$ cat config.mk
export PLATFORM = sky130hd
export DESIGN_NAME = poly1305_block_scheduler
export DESIGN_NICKNAME = d
export VERILOG_FILES = /design/src/rtl/poly1305_pkg.sv /design/src/rtl/poly1305_block_scheduler.sv
export SDC_FILE = /design/constraint.sdc
export NUM_CORES = 1
export LEC_CHECK = 0
export BUFFER_PORTS_ARGS = -buffer_cell sky130_fd_sc_hd__buf_2
export CORE_AREA = 2 2 409 411
export DETAILED_ROUTE_END_ITERATION = 6
export DIE_AREA = 0 0 411 413
export PLACE_DENSITY = 0.3
export SLEW_MARGIN = 20
export SYNTH_ARGS = -nofsm -noshare
export SYNTH_HDL_FRONTEND = slang
export SYNTH_SLANG_ARGS = --single-unit
$ cat constraint.sdc
create_clock -name clock -period 33.1 [get_ports clock]
set_clock_uncertainty 0.2 [all_clocks]
set_input_delay 9.93 -clock clock [delete_from_list [all_inputs] [get_ports clock]]
set_output_delay 9.93 -clock clock [all_outputs]
set_load 0.05 [all_outputs]
$ cat src/rtl/poly1305_pkg.sv
// poly1305_pkg
//   Shared definitions for the Poly1305 message-level controller:
//   controller state encoding, key/block widths, the bit ranges of the
//   r and s halves inside the 256-bit one-time key, and the byte count
//   that marks a full 16-byte block.
package poly1305_pkg;

    localparam int KEY_BITS   = 256;
    localparam int BLOCK_BITS = 128;

    // One-time key layout: r in the low half, s in the high half.
    localparam int R_LSB = 0;
    localparam int R_MSB = 127;
    localparam int S_LSB = 128;
    localparam int S_MSB = 255;

    // block_bytes_minus_one value of a full 16-byte block.
    localparam logic [3:0] FULL_BLOCK_BYTES_MINUS_ONE = 4'd15;

    typedef enum logic [2:0] {
        ST_IDLE       = 3'd0,
        ST_CLEAR_ENC  = 3'd1,
        ST_WAIT_BLOCK = 3'd2,
        ST_START      = 3'd3,
        ST_COMPUTE    = 3'd4,
        ST_TAG        = 3'd5
    } poly_state_e;

endpackage

$ cat src/rtl/poly1305_block_scheduler.sv
// poly1305_block_scheduler
//   Message-level controller for the Poly1305 serial encoder. Accepts a
//   one-time key and a stream of 128-bit message blocks, sequences the
//   encoder (clear, one start per block, fixed compute wait) and returns
//   the final 128-bit tag.
//
//   Handshakes: every channel uses valid/ready; a transfer happens on a
//   rising clock edge where both valid and ready are high. Offers made
//   while the matching ready is low are ignored and may be withdrawn.
//
// Ports
//   clock, clear                     clock and async active-high reset
//   key, key_empty, key_valid        one-time key offer (r=[127:0], s=[255:128])
//   key_ready                        high only in IDLE
//   block_data, block_bytes_minus_one, block_last, block_valid
//                                    message block offer
//   block_ready                      high only in WAIT_BLOCK
//   enc_clear, enc_start, enc_key, enc_round_input,
//   enc_number_of_input_bytes_minus_one
//                                    drive the serial encoder
//   enc_tag                          encoder tag output
//   tag, tag_valid, tag_ready        result channel
//   busy                             controller not IDLE
//   protocol_error                   sticky: a partial non-last block was seen
module poly1305_block_scheduler
    import poly1305_pkg::*;
#(
    parameter int BLOCK_CYCLES = 8
) (
    input  logic                  clock,
    input  logic                  clear,
    input  logic [KEY_BITS-1:0]   key,
    input  logic                  key_empty,
    input  logic                  key_valid,
    output logic                  key_ready,
    input  logic [BLOCK_BITS-1:0] block_data,
    input  logic [3:0]            block_bytes_minus_one,
    input  logic                  block_last,
    input  logic                  block_valid,
    output logic                  block_ready,
    output logic                  enc_clear,
    output logic                  enc_start,
    output logic [KEY_BITS-1:0]   enc_key,
    output logic [BLOCK_BITS-1:0] enc_round_input,
    output logic [3:0]            enc_number_of_input_bytes_minus_one,
    input  logic [BLOCK_BITS-1:0] enc_tag,
    output logic [BLOCK_BITS-1:0] tag,
    output logic                  tag_valid,
    input  logic                  tag_ready,
    output logic                  busy,
    output logic                  protocol_error
);

    // Counter only needs to hold BLOCK_CYCLES-1; keep at least one bit.
    localparam int CNT_W = (BLOCK_CYCLES > 1) ? $clog2(BLOCK_CYCLES) : 1;
    localparam logic [CNT_W-1:0] CNT_LOAD = CNT_W'(BLOCK_CYCLES - 1);

    poly_state_e           state_q, state_d;
    logic [CNT_W-1:0]      cnt_q, cnt_d;
    logic [KEY_BITS-1:0]   key_q, key_d;
    logic [BLOCK_BITS-1:0] round_q, round_d;
    logic [3:0]            nbytes_q, nbytes_d;
    logic                  last_q, last_d;
    logic [BLOCK_BITS-1:0] tag_q, tag_d;
    logic                  perr_q, perr_d;

    always_ff @(posedge clock or posedge clear) begin
        if (clear) begin
            state_q  <= ST_IDLE;
            cnt_q    <= '0;
            key_q    <= '0;
            round_q  <= '0;
            nbytes_q <= '0;
            last_q   <= 1'b0;
            tag_q    <= '0;
            perr_q   <= 1'b0;
        end else begin
            state_q  <= state_d;
            cnt_q    <= cnt_d;
            key_q    <= key_d;
            round_q  <= round_d;
            nbytes_q <= nbytes_d;
            last_q   <= last_d;
            tag_q    <= tag_d;
            perr_q   <= perr_d;
        end
    end

    always_comb begin
        state_d  = state_q;
        cnt_d    = cnt_q;
        key_d    = key_q;
        round_d  = round_q;
        nbytes_d = nbytes_q;
        last_d   = last_q;
        tag_d    = tag_q;
        perr_d   = perr_q;

        case (state_q)
            ST_IDLE: begin
                if (key_valid) begin
                    key_d = key;
                    if (key_empty) begin
                        // Empty message: the tag is just s; encoder untouched.
                        tag_d   = key[S_MSB:S_LSB];
                        state_d = ST_TAG;
                    end else begin
                        state_d = ST_CLEAR_ENC;
                    end
                end
            end

            ST_CLEAR_ENC: begin
                state_d = ST_WAIT_BLOCK;
            end

            ST_WAIT_BLOCK: begin
                if (block_valid) begin
                    round_d  = block_data;
                    nbytes_d = block_bytes_minus_one;
                    last_d   = block_last;
                    // Only the final block may be short; flag but still process.
                    if (!block_last && (block_bytes_minus_one != FULL_BLOCK_BYTES_MINUS_ONE)) begin
                        perr_d = 1'b1;
                    end
                    state_d = ST_START;
                end
            end

            ST_START: begin
                cnt_d   = CNT_LOAD;
                state_d = ST_COMPUTE;
            end

            ST_COMPUTE: begin
                if (cnt_q == '0) begin
                    if (last_q) begin
                        tag_d   = enc_tag;
                        state_d = ST_TAG;
                    end else begin
                        state_d = ST_WAIT_BLOCK;
                    end
                end else begin
                    cnt_d = cnt_q - CNT_W'(1);
                end
            end

            ST_TAG: begin
                if (tag_ready) begin
                    state_d = ST_IDLE;
                end
            end

            default: begin
                state_d = ST_IDLE;
            end
        endcase
    end

    // Status and strobes decode straight from state so an asynchronous
    // clear forces them to their idle values in the same cycle.
    assign key_ready      = (state_q == ST_IDLE);
    assign block_ready    = (state_q == ST_WAIT_BLOCK);
    assign enc_clear      = clear | (state_q == ST_CLEAR_ENC);
    assign enc_start      = (state_q == ST_START);
    assign tag_valid      = (state_q == ST_TAG);
    assign busy           = (state_q != ST_IDLE);

    assign enc_key                             = key_q;
    assign enc_round_input                     = round_q;
    assign enc_number_of_input_bytes_minus_one = nbytes_q;
    assign tag                                 = tag_q;
    assign protocol_error                      = perr_q;

endmodule

==> reports/qor.txt <==
STATUS
--------------------------------------------------------------------------------------
Result of the run                                                         finished clean

LOGIC SYNTHESIS
--------------------------------------------------------------------------------------
Synthesis warning total                                                              0
Dominant cells by area after synthesis                                    sky130_fd_sc_hd__dfrtp_1 59%, sky130_fd_sc_hd__mux2_2 22%, sky130_fd_sc_hd__mux2_4 13%
Top cell type's share of synthesized area                                       58.83%
Fraction of the yosys area taken by sequential cells                            58.83%
Syn Area/Cell                                                               17.35 um^2
Number of instances in the synthesized netlist                                    1285
Seq cells post-synth                                                               524
Most frequently used flop master after synthesis                          sky130_fd_sc_hd__dfrtp_1
EDFF count, synth                                                                    0
List of most frequent post-synthesis cells                                524 x sky130_fd_sc_hd__dfrtp_1, 445 x sky130_fd_sc_hd__mux2_2, 200 x sky130_fd_sc_hd__mux2_4
Net count after synthesis                                                         1810
Post-synth ARST share                                                           100.0%
Top-count cell post-synth                                                 sky130_fd_sc_hd__dfrtp_1
Netlist area before placement                                               22290 um^2
Number of distinct standard cells referenced by the synthesized netlist             38
Dominant cell type by area after synthesis                                sky130_fd_sc_hd__dfrtp_1

STA
--------------------------------------------------------------------------------------
Final Setup Violations                                                               0
Final number of max-transition violations                                            0
Hold Fails Final Rpt                                                                 0
Final hold slack                                                             0.2522 ns
Setup repair after global routing missed its margin                                 no
Slew at the pin closest to its max-slew limit                                 1.017 ns
Fraction of the cycle the final worst path needs                                63.25%
Min Clock Period, post-route                                                  20.94 ns
Sum of negative setup slack                                                       0 ns
Final Worst Setup Slack                                                       12.16 ns
FMAX                                                                       0.04776 GHz
Relative slew margins                                                           32.17%

ROUTE
--------------------------------------------------------------------------------------
Via density per instance                                                         3.263
Remaining antenna violation count after routing                                      0
DRC Markers                                                                          0
Wire length per cell                                                          20.25 um
Starting DRC count in detailed routing                                             442
Detailed-router iteration count before antenna repair                                4
Via count of the routed design                                                   15050
DRT Wirelength                                                                93430 um

CLOCKING
--------------------------------------------------------------------------------------
Number of CTS-inserted buffers                                                      74
Clock slew at reported path FFs                                                0.06 ns
Num Clock Sinks                                                                    524
Root cell of the clock tree                                               sky130_fd_sc_hd__clkbuf_16
CTS H-tree lvls                                                                      3
Hold Buf Count CTS                                                                   0
CTS-repair resized insts                                                             0
Setup Fix Bufs, Post-CTS                                                             0
Skew-Pair Late Insertion Delay                                                 0.66 ns
TritonCTS clock tree                                                             built
Max Buffers Root-to-Sink                                                             3

FINISH
--------------------------------------------------------------------------------------
Net count, final                                                                  2876
Area growth from synthesis to layout                                            43.78%
Share of layout cells above drive strength 1                                    75.95%
# fillers                                                                        18300

SETUP PATH
--------------------------------------------------------------------------------------
Worst EP arrival                                                              10.81 ns
Start point of the critical path                                                 clear
CP cell instances                                                         buf_2 -> clkinvlp_4 -> nand2_1 -> buf_2
Biggest fanout along the worst timing path                                           5
Most frequent cell on the critical path                                   sky130_fd_sc_hd__buf_2
Critical R2R Capture                                                           tag[36]
Reg-to-Reg Start                                                            state_q[2]
Slowest cell delay on critical path                                            0.30 ns
Worst-path cell with the longest stage delay                              sky130_fd_sc_hd__buf_2
Kind of end point of the critical path                                      output pin
FF-to-FF setup slack                                                          29.07 ns
Type of element launching the critical path                               primary input
Crit Path Category                                                              in2out
Worst endpoint required time                                                  22.97 ns
Worst Reg-to-Reg Cells                                                               6

WORST HOLD PATH
--------------------------------------------------------------------------------------
Hold depth                                                                           1
Hold crit path type                                                            reg2reg
Worst hold path startpoint                                                protocol_error
End of the worst hold path                                                protocol_error

DIE
--------------------------------------------------------------------------------------
Effective utilization at floorplan                                              13.44%
FP Rows                                                                            150
Placeable core region                                                      165900 um^2
Die area                                                                   169700 um^2
Number of I/O pins                                                                1046
Vertical extent of the die                                                      413 um
Horizontal extent of the die                                                    411 um

GRT
--------------------------------------------------------------------------------------
GRT Residual Overflow                                                                0
Via count of the first global-routing pass                                       16380
Wire length of the first global-routing pass                                 128100 um
Largest net degree at the start of global routing                                  134
Global-route usage over all layers                                              10.58%
Initial antenna violation count                                                     31

PLACE
--------------------------------------------------------------------------------------
Worst slack at placement                                                      12.08 ns
Final GP Congestion                                                             0.7347
Estimated wirelength of the detail-placed design                              70200 um
Count of port buffers added during placement                                      1045

RUN
--------------------------------------------------------------------------------------
Number of max-cap violations                                                         0

==> layout make-up <==
| cell class | instances | area, um^2 | area share [%] |
|---|---|---|---|
| timing repair buffer | 1064 | 5410 | 16.88 |
| sequential | 524 | 13110 | 40.91 |
| clock buffer | 108 | 2141 | 6.680 |
| multi-input combinational | 682 | 8315 | 25.95 |
| clock inverter | 20 | 275.3 | 0.8589 |
| inverter | 5 | 22.52 | 0.07027 |
| tap | 2204 | 2758 | 8.604 |
| antenna | 6 | 15.01 | 0.04685 |
==> sequential cells by signal, summed over array words and instances, names as in the netlist <==
register                             count
cnt_q                                    3
enc_key                                256
enc_number_of_input_bytes_minus_one      4
enc_round_input                        128
last_q                                   1
protocol_error                           1
state_q                                  3
tag                                    128
==> routing by layer <==
layer / wire, um / part of all wire, % / global-route usage (%) / vias up
li1: - / - / - / 6753
met1: 36170 / 39 / 12.00 / 7491
met2: 45850 / 49 / 17.84 / 636
met3: 8787 / 9.4 / 4.617 / 147
met4: 2451 / 2.6 / 3.196 / 26
met5: 166 / 0.18 / 0 / -
==> logic make-up after synthesis <==
family	synth area share (%)
simple gates	0.5895
buf+inv	3.946
fa+ha+maj	0.1122
compound gates	0.5277
flops	58.83
mux	36.00
==> stage by stage <==
| stage | area, um^2 | util [%] | cells |
|---|---|---|---|
| 6_report | 32050 | 19.32 | 4613 |
| 3_3_place_gp | 29620 | 17.85 | 4479 |
| 2_1_floorplan | 22290 | - | 1285 |
| 4_1_cts | 32030 | 19.31 | 4607 |
| 3_5_place_dp | 29620 | 17.85 | 4479 |
| 5_1_grt | 32040 | 19.31 | 4608 |
==> how the worst max path moves through the flow <==
stage                           end  slack [ns]  cells after the start
after detailed placement  enc_clear       12.08                      4
after floorplan           enc_clear        3.05                      2
after global routing      enc_clear       12.08                      4
final                     enc_clear       12.16                      4
after global placement    enc_clear       12.06                      4
after CTS                 enc_clear       12.07                      4
==> placed cells by master (no fill, tap or decap), types with 2 or more instances in the layout <==
cell and count:
sky130_fd_sc_hd__nor2_1 4, sky130_fd_sc_hd__inv_6 2, sky130_fd_sc_hd__bufinv_16 3, sky130_fd_sc_hd__buf_2 1045, sky130_fd_sc_hd__mux2_2 445, sky130_fd_sc_hd__diode_2 6
sky130_fd_sc_hd__clkinvlp_4 3, sky130_fd_sc_hd__mux2_4 200, sky130_fd_sc_hd__inv_1 3, sky130_fd_sc_hd__dfrtp_1 524, sky130_fd_sc_hd__nand2b_1 3, sky130_fd_sc_hd__ha_1 2
sky130_fd_sc_hd__clkinv_16 2, sky130_fd_sc_hd__clkbuf_1 19, sky130_fd_sc_hd__clkinv_2 7, sky130_fd_sc_hd__buf_12 3, sky130_fd_sc_hd__clkinv_4 2, sky130_fd_sc_hd__clkbuf_8 14
sky130_fd_sc_hd__nand2_1 2, sky130_fd_sc_hd__clkbuf_16 75, sky130_fd_sc_hd__inv_16 2, sky130_fd_sc_hd__a21oi_1 4, sky130_fd_sc_hd__buf_4 16
==> critical path, delay by kind of cell <==
| family | cells | cell delay [ns] |
|---|---|---|
| buffers and inverters | 3 | 0.65 |
| and+or+nand+nor | 1 | 0.21 |
Power is left out: the tool's default activity adds up to more than one toggle a clock period on the data nets, which glitch-free logic cannot reach.
